[src/rtl/id_ex_stage_pkg.sv]
// Shared ID/EX definitions: control bundle layout, immediate and ALU op codes.
// Latency: n/a (types and constants only).
// Backpressure: n/a.
package id_ex_stage_pkg;

    // Immediate extension selector (ImmSrc)
    localparam logic [1:0] IMM_SEXT = 2'b00;
    localparam logic [1:0] IMM_ZEXT = 2'b01;
    localparam logic [1:0] IMM_HI   = 2'b10;
    localparam logic [1:0] IMM_RSVD = 2'b11;

    // ALUOp codes as produced by main_control
    localparam logic [1:0] ALUOP_ADD   = 2'b00;
    localparam logic [1:0] ALUOP_SUB   = 2'b01;
    localparam logic [1:0] ALUOP_RTYPE = 2'b10;
    localparam logic [1:0] ALUOP_LOGIC = 2'b11;

    // Bit positions inside the flat id_ctrl vector
    localparam int CTRL_REGDST   = 19;
    localparam int CTRL_ALUSRC   = 18;
    localparam int CTRL_MEMTOREG = 17;
    localparam int CTRL_REGWRITE = 16;
    localparam int CTRL_MEMREAD  = 15;
    localparam int CTRL_MEMWRITE = 14;
    localparam int CTRL_BEQ      = 13;
    localparam int CTRL_BNE      = 12;
    localparam int CTRL_JUMP     = 11;
    localparam int CTRL_JAL      = 10;
    localparam int CTRL_ALUOP_LO = 8;
    localparam int CTRL_IMMSRC_LO = 6;
    localparam int CTRL_FUNCT_LO = 0;

    localparam logic [4:0] ZERO_REG = 5'd0;

    // Decoded control bundle as it leaves main_control
    typedef struct packed {
        logic       reg_dst;
        logic       alu_src;
        logic       mem_to_reg;
        logic       reg_write;
        logic       mem_read;
        logic       mem_write;
        logic       branch_eq;
        logic       branch_ne;
        logic       jump;
        logic       jal;
        logic [1:0] alu_op;
        logic [1:0] imm_src;
        logic [5:0] funct;
    } id_ctrl_t;

    // Same bundle once ImmSrc has been consumed by the extender
    typedef struct packed {
        logic       reg_dst;
        logic       alu_src;
        logic       mem_to_reg;
        logic       reg_write;
        logic       mem_read;
        logic       mem_write;
        logic       branch_eq;
        logic       branch_ne;
        logic       jump;
        logic       jal;
        logic [1:0] alu_op;
        logic [5:0] funct;
    } ex_ctrl_t;

    function automatic ex_ctrl_t strip_imm_src(input id_ctrl_t c);
        ex_ctrl_t e;
        e.reg_dst    = c.reg_dst;
        e.alu_src    = c.alu_src;
        e.mem_to_reg = c.mem_to_reg;
        e.reg_write  = c.reg_write;
        e.mem_read   = c.mem_read;
        e.mem_write  = c.mem_write;
        e.branch_eq  = c.branch_eq;
        e.branch_ne  = c.branch_ne;
        e.jump       = c.jump;
        e.jal        = c.jal;
        e.alu_op     = c.alu_op;
        e.funct      = c.funct;
        return e;
    endfunction

endpackage

[src/rtl/id_ex_stage_hazard_detect.sv]
// Load-use hazard detector: load in EX whose rt is read by the ID instruction.
// Latency: combinational, zero cycles.
// Backpressure: raises stall_o to freeze PC and IF/ID; a flush suppresses it.
module hazard_detect
    import id_ex_stage_pkg::*;
(
    input  logic       ex_valid,
    input  logic       ex_mem_read,
    input  logic [4:0] ex_rt,
    input  logic       id_valid,
    input  logic       id_jump,
    input  logic [1:0] id_imm_src,
    input  logic       id_reg_dst,
    input  logic       id_mem_write,
    input  logic       id_branch_eq,
    input  logic       id_branch_ne,
    input  logic [4:0] id_rs,
    input  logic [4:0] id_rt,
    input  logic       flush_i,
    output logic       load_use,
    output logic       stall_o
);

    logic uses_rs;
    logic uses_rt;

    // Which source fields the ID instruction really reads, then the match against the load target
    always_comb begin
        uses_rs  = ~id_jump & (id_imm_src != IMM_HI);
        uses_rt  = id_reg_dst | id_mem_write | id_branch_eq | id_branch_ne;
        load_use = ex_valid & ex_mem_read & id_valid & (ex_rt != ZERO_REG) &
                   ((uses_rs & (id_rs == ex_rt)) | (uses_rt & (id_rt == ex_rt)));
        stall_o  = load_use & ~flush_i;
    end

endmodule

[src/rtl/id_ex_stage.sv]
// ID/EX pipeline register with dest-reg resolve, immediate extend, bubble/flush/hold, perf counters.
// Latency: 1 cycle ID to EX; stall_o is combinational from EX state and ID fields.
// Backpressure: hold_i freezes everything; load-use inserts one bubble and asserts stall_o upstream.
module id_ex_stage
    import id_ex_stage_pkg::*;
#(
    parameter int          DATA_W = 32,
    parameter int          CNT_W  = 16,
    parameter logic [4:0]  RA_REG = 5'd31
) (
    input  logic              clk,
    input  logic              rst_n,
    input  logic              id_valid,
    input  id_ctrl_t          id_ctrl,
    input  logic [4:0]        id_rs,
    input  logic [4:0]        id_rt,
    input  logic [4:0]        id_rd,
    input  logic [DATA_W-1:0] id_rs_data,
    input  logic [DATA_W-1:0] id_rt_data,
    input  logic [15:0]       id_imm,
    input  logic [DATA_W-1:0] id_pc4,
    input  logic              flush_i,
    input  logic              hold_i,
    output logic              stall_o,
    output logic              ex_valid,
    output ex_ctrl_t          ex_ctrl,
    output logic [4:0]        ex_rs,
    output logic [4:0]        ex_rt,
    output logic [4:0]        ex_wreg,
    output logic [DATA_W-1:0] ex_rs_data,
    output logic [DATA_W-1:0] ex_rt_data,
    output logic [DATA_W-1:0] ex_imm,
    output logic [DATA_W-1:0] ex_pc4,
    output logic [CNT_W-1:0]  bubble_cnt,
    output logic [CNT_W-1:0]  flush_cnt
);

    localparam logic [CNT_W-1:0] CNT_MAX = {CNT_W{1'b1}};

    logic              load_use;
    logic [DATA_W-1:0] imm_ext;
    logic [4:0]        wreg_nxt;

    hazard_detect u_hazard (
        .ex_valid     (ex_valid),
        .ex_mem_read  (ex_ctrl.mem_read),
        .ex_rt        (ex_rt),
        .id_valid     (id_valid),
        .id_jump      (id_ctrl.jump),
        .id_imm_src   (id_ctrl.imm_src),
        .id_reg_dst   (id_ctrl.reg_dst),
        .id_mem_write (id_ctrl.mem_write),
        .id_branch_eq (id_ctrl.branch_eq),
        .id_branch_ne (id_ctrl.branch_ne),
        .id_rs        (id_rs),
        .id_rt        (id_rt),
        .flush_i      (flush_i),
        .load_use     (load_use),
        .stall_o      (stall_o)
    );

    // Immediate extension and destination register select; reserved ImmSrc falls back to sign-extend
    always_comb begin
        imm_ext = DATA_W'(signed'(id_imm));
        case (id_ctrl.imm_src)
            IMM_ZEXT: imm_ext = DATA_W'(id_imm);
            IMM_HI:   imm_ext = DATA_W'({id_imm, 16'h0000});
            default:  imm_ext = DATA_W'(signed'(id_imm));
        endcase

        wreg_nxt = ZERO_REG;
        if (id_valid && id_ctrl.reg_write) begin
            if (id_ctrl.jal)
                wreg_nxt = RA_REG;
            else if (id_ctrl.reg_dst)
                wreg_nxt = id_rd;
            else
                wreg_nxt = id_rt;
        end
    end

    // Pipeline register: hold beats flush beats load-use bubble beats normal capture
    always_ff @(posedge clk or negedge rst_n) begin
        if (!rst_n) begin
            ex_valid   <= 1'b0;
            ex_ctrl    <= '0;
            ex_rs      <= '0;
            ex_rt      <= '0;
            ex_wreg    <= '0;
            ex_rs_data <= '0;
            ex_rt_data <= '0;
            ex_imm     <= '0;
            ex_pc4     <= '0;
            bubble_cnt <= '0;
            flush_cnt  <= '0;
        end else if (hold_i) begin
            ex_valid <= ex_valid;
        end else if (flush_i || load_use) begin
            ex_valid   <= 1'b0;
            ex_ctrl    <= '0;
            ex_rs      <= '0;
            ex_rt      <= '0;
            ex_wreg    <= '0;
            ex_rs_data <= '0;
            ex_rt_data <= '0;
            ex_imm     <= '0;
            ex_pc4     <= '0;
            if (flush_i) begin
                if (id_valid && (flush_cnt != CNT_MAX))
                    flush_cnt <= flush_cnt + CNT_W'(1);
            end else if (bubble_cnt != CNT_MAX) begin
                bubble_cnt <= bubble_cnt + CNT_W'(1);
            end
        end else begin
            ex_valid   <= id_valid;
            ex_ctrl    <= strip_imm_src(id_ctrl);
            ex_rs      <= id_rs;
            ex_rt      <= id_rt;
            ex_wreg    <= wreg_nxt;
            ex_rs_data <= id_rs_data;
            ex_rt_data <= id_rt_data;
            ex_imm     <= imm_ext;
            ex_pc4     <= id_pc4;
        end
    end

endmodule

[config.mk]
export PLATFORM = sky130hd
export DESIGN_NAME = id_ex_stage
export DESIGN_NICKNAME = d
export VERILOG_FILES = /design/src/rtl/id_ex_stage_pkg.sv /design/src/rtl/id_ex_stage_hazard_detect.sv /design/src/rtl/id_ex_stage.sv
export SDC_FILE = /design/constraint.sdc
export NUM_CORES = 1
export LEC_CHECK = 0
export CAP_MARGIN = 20
export CORE_MARGIN = 2
export CORE_UTILIZATION = 30
export DETAILED_ROUTE_END_ITERATION = 12
export GPL_TIMING_DRIVEN = 0
export PLACE_DENSITY = 0.7
export RECOVER_POWER = 50
export REMOVE_ABC_BUFFERS = 1
export SLEW_MARGIN = 5
export SYNTH_ARGS = -nofsm -noshare
export SYNTH_HDL_FRONTEND = slang
export SYNTH_SLANG_ARGS = --single-unit
export TNS_END_PERCENT = 5
[constraint.sdc]
create_clock -name clk -period 2 [get_ports clk]
set_input_delay 0.3 -clock clk [delete_from_list [all_inputs] [get_ports clk]]
set_output_delay 0.3 -clock clk [all_outputs]
set_load 0.01 [all_outputs]
==> results.py, run 1 <==
metrics = {
    "global_route": {
        "grtUsageTotal": 0.179,
        "grt_pass1_wl_um": 37200,
        "grt_pass1_vias": 6166,
        "antenna_found_initial": 0,
        "grt_overflow": 0,
        "grt_start_max_net_pins": 106,
    },
    "detailed_routing": {
        "post_drt_wl_per_cell_um": 20.1,
        "antenna_left": 0,
        "drt-initial-drc-count": 442,
        "route.vias.total": 6213,
        "viasPerCell": 4.92,
        "post-route-drc-count": 0,
        "drt_wl_total_um": 25300,
        "drt-pass1-iter-count": 4,
    },
    "floorplan": {
        "die_w_um": 165,
        "ios": 347,
        "die_area_mm2": 0.0271,
        "start_util": 0.306,
        "dieHeight_um": 165,
        "core-area_mm2": 0.0253,
        "std_cell_rows": 58,
    },
    "synthesis": {
        "netlist_instances": 576,
        "synth_seq_cells": 194,
        "synthAdderAreaFrac": 0.00647,
        "netlist_area_mm2": 0.00773,
        "synth_compound_area_frac": 0.205,
        "synth-xor-area-share": 0.0451,
        "yosys_warnings": 0,
        "yosysSeqAreaShare": 0.628,
        "synthMuxAreaShare": 0.00437,
        "avgSynthCellArea_um2": 13.4,
        "synthSimpleGateAreaFrac": 0.0733,
        "synth_top_family_by_area": "compound AO/OA/AOI/OAI gates",
        "synth_top_flop_cell": "dfrtp_1",
        "synth-edff-count": 0,
        "synth_cell_type_count": 40,
        "synth-async-reset-ratio": 1.00,
    },
    "cts": {
        "cts_root_buf": "clkbuf_16",
        "clk_latency_ns": 0.43,
        "clkSlewWorstSetupHoldPaths_ns": 0.08,
        "htreeDepth": 4,
        "cts_buffers": 17,
        "clockBufferDepth": 2,
        "cts_tree": "built",
        "cts.sinks": 194,
    },
    "worst_setup_path": {
        "slowest_stage": "dfrtp_2",
        "crit_chain": "xor2_1 -> nor4_2 -> a22oi_2 -> or2_1 -> nor2_1 -> buf_2",
        "slowest_delay_ns": 0.42,
        "worstPathMaxFanout": 3,
        "cp_num_buf_inv": 1,
        "cp_data_arrival_time_ns": 2.05,
        "path_delay_family": "simple AND/OR/NAND/NOR gates",
        "worstPathRequired_ns": 1.70,
        "critical_path_class": "register to primary output",
        "start_kind": "register",
        "end_kind": "primary output",
    },
    "placed_design": {
        "place_congestion": 0.741,
        "placed_area_mm2": 0.0114,
        "dp_hpwl_um": 16600,
        "io_buffers": 346,
        "dp.cells": 1208,
    },
    "run_status": {
        "status": "finished, violations left",
        "violations": "setup timing",
    },
    "cells_and_area": {
        "stdcell_count": 1263,
        "final_nets": 1076,
        "final_common_cell": "clkdlybuf4s50_1",
        "final_cell_mix": "335 x clkdlybuf4s50_1, 190 x dfrtp_1, 141 x a22o_1",
        "nFillCells": 2251,
        "antennaDiodeCount": 0,
        "fin_area_mm2": 0.0124,
        "drive_gt1_frac": 0.102,
        "syn_to_final_growth_pct": 59.9,
    },
    "power_and_ir_drop": {
        "pwr-share-seq": 0.452,
        "p_sw_frac": 0.275,
        "p_per_area_mw_per_mm2": 795,
        "combPwrFrac": 0.187,
        "power.clock.fraction": 0.361,
        "switchingPower_mw": 2.70,
        "leakagePower_nw": 5.37,
        "power.total_mw": 9.83,
        "peakVddDrop_mv": 0.595,
        "internal_power_mw": 7.13,
    },
    "job": {
        "maxCapViolCount": 0,
    },
    "timing": {
        "timing.final.crit_period_ns": 2.35,
        "setup_ws_ns": -0.346,
        "final_hold_viol_count": 0,
        "max_freq_mhz": 426,
        "fin_worst_skew_ns": 0.0127,
        "maxSlewHeadroom": 0.131,
        "timing.final.crit_share": 1.17,
        "rsz0062_at_grt": "true",
        "setup_viol": 177,
        "slew_viol_final": 0,
        "worst_pin_slew_ns": 1.30,
    },
    "min_path": {
        "hold_path.class": "primary input to register",
    },
}
==> stage by stage <==
stage	hold slack [ns]	util	TNS, ns	worst slack, ns
2_1_floorplan	0.00441	-	-213.52	-1.71
3_3_place_gp	0.464	0.449	-2837.52	-8.05
3_5_place_dp	0.373	0.453	-231.33	-1.51
4_1_cts	0.334	0.485	-48.62	-0.422
5_1_grt	0.381	0.490	-54.94	-0.441
6_report	0.347	0.490	-32.96	-0.346
==> cells in the mapped netlist, types with 6 or more instances <==
master	instances	area share
o31ai_1	6	0.0058
a21oi_1	15	0.0097
a22o_1	141	0.16
nor2_1	9	0.0044
o21ai_0	6	0.0039
buf_2	10	0.0065
nor2b_1	6	0.0049
xnor2_1	22	0.025
nand2_1	32	0.016
nand4_1	15	0.012
buf_6	9	0.013
o31ai_2	10	0.016
dfrtp_1	194	0.63
and3_1	10	0.0081
xor2_1	16	0.018
clkbuf_1	24	0.012
==> layout make-up <==
class	instances	area (um2)	share of cell area
inverter	4	15.0	0.00121
clock buffer	19	443	0.0358
tap	330	413	0.0334
timing repair buffer	368	3780	0.306
multi-input combinational	335	2690	0.218
sequential	194	4860	0.393
clock inverter	13	165	0.0134
==> logic make-up after synthesis <==
family                   Yosys count
AND/OR/NAND/NOR                   98
multiplexers                       3
XOR/XNOR                          39
flip-flops                       194
adder cells (fa/ha/maj)            4
AO/OA/AOI/OAI                    187
buffers and inverters             51
==> power by group through the flow <==
stage | Sequential [mW] | Combinational, mW | Clock, mW
after floorplan | 4.62 | 0.423 | 0
after global placement | 4.50 | 1.77 | 0
after detailed placement | 4.51 | 1.77 | 0
after CTS | 4.44 | 1.84 | 3.67
after global routing | 4.49 | 1.97 | 3.84
final | 4.44 | 1.84 | 3.55
==> metal layers <==
layer,share of wire,global-route usage
met1,0.44,0.238
met2,0.48,0.292
met3,0.073,0.0492
met4,0.0097,0.0419
met5,0,0
==> worst paths after layout <==
kind / depth (start not counted) / start / endpoint / slack (ns)
max: 6 / ex_rt[0] / stall_o / -0.35
max in group asynchronous: 3 / rst_n / ex_imm[18] / 0.17
min: 3 / hold_i / ex_imm[17] / 0.35
max reg2reg: 9 / ex_rt[0] / ex_pc4[1] / -0.31
min in group asynchronous: 2 / rst_n / ex_ctrl[17] / 0.69
min reg2reg: 2 / ex_imm[19] / ex_imm[19] / 0.49
==> registers in the layout, indices dropped and copies added (netlist names), 16 cells and up <==
register and count:
ex_rs_data 32, ex_rt_data 32, ex_imm 32, ex_ctrl 18, bubble_cnt 16, flush_cnt 16, ex_pc4 32
==> worst reg2reg max path, cell delays in order (launching register included) <==
cell     delay [ns]
dfrtp_2        0.42
xor2_1         0.17
nor4_2         0.36
a22oi_2        0.17
buf_4          0.17
buf_6          0.11
o21a_4         0.27
buf_12         0.16
buf_16         0.15
a22o_1         0.21
==> timing repair <==
action / CTS / global route
gates resized for setup: 24 / 10
gates cloned: 4 / 2
pin swaps: 9 / 28
hold buffers: 1 / 0
endpoints found under the setup margin: 179 / 179
buffers inserted: 9 / 6
hold endpoints to repair: 89 / 0
No activity file was read; power rests on OpenSTA's default activity.
==> inputs of run 2 (changes only) <==
--- a/config.mk
+++ b/config.mk
@@ -8,6 +8,7 @@
 export CAP_MARGIN = 20
 export CORE_MARGIN = 2
 export CORE_UTILIZATION = 30
+export CTS_CLUSTER_DIAMETER = 30
 export DETAILED_ROUTE_END_ITERATION = 12
 export GPL_TIMING_DRIVEN = 0
 export PLACE_DENSITY = 0.7
==> results of run 2 <==
Same layout as run 1: the final DEF is identical, and so are final timing and power.
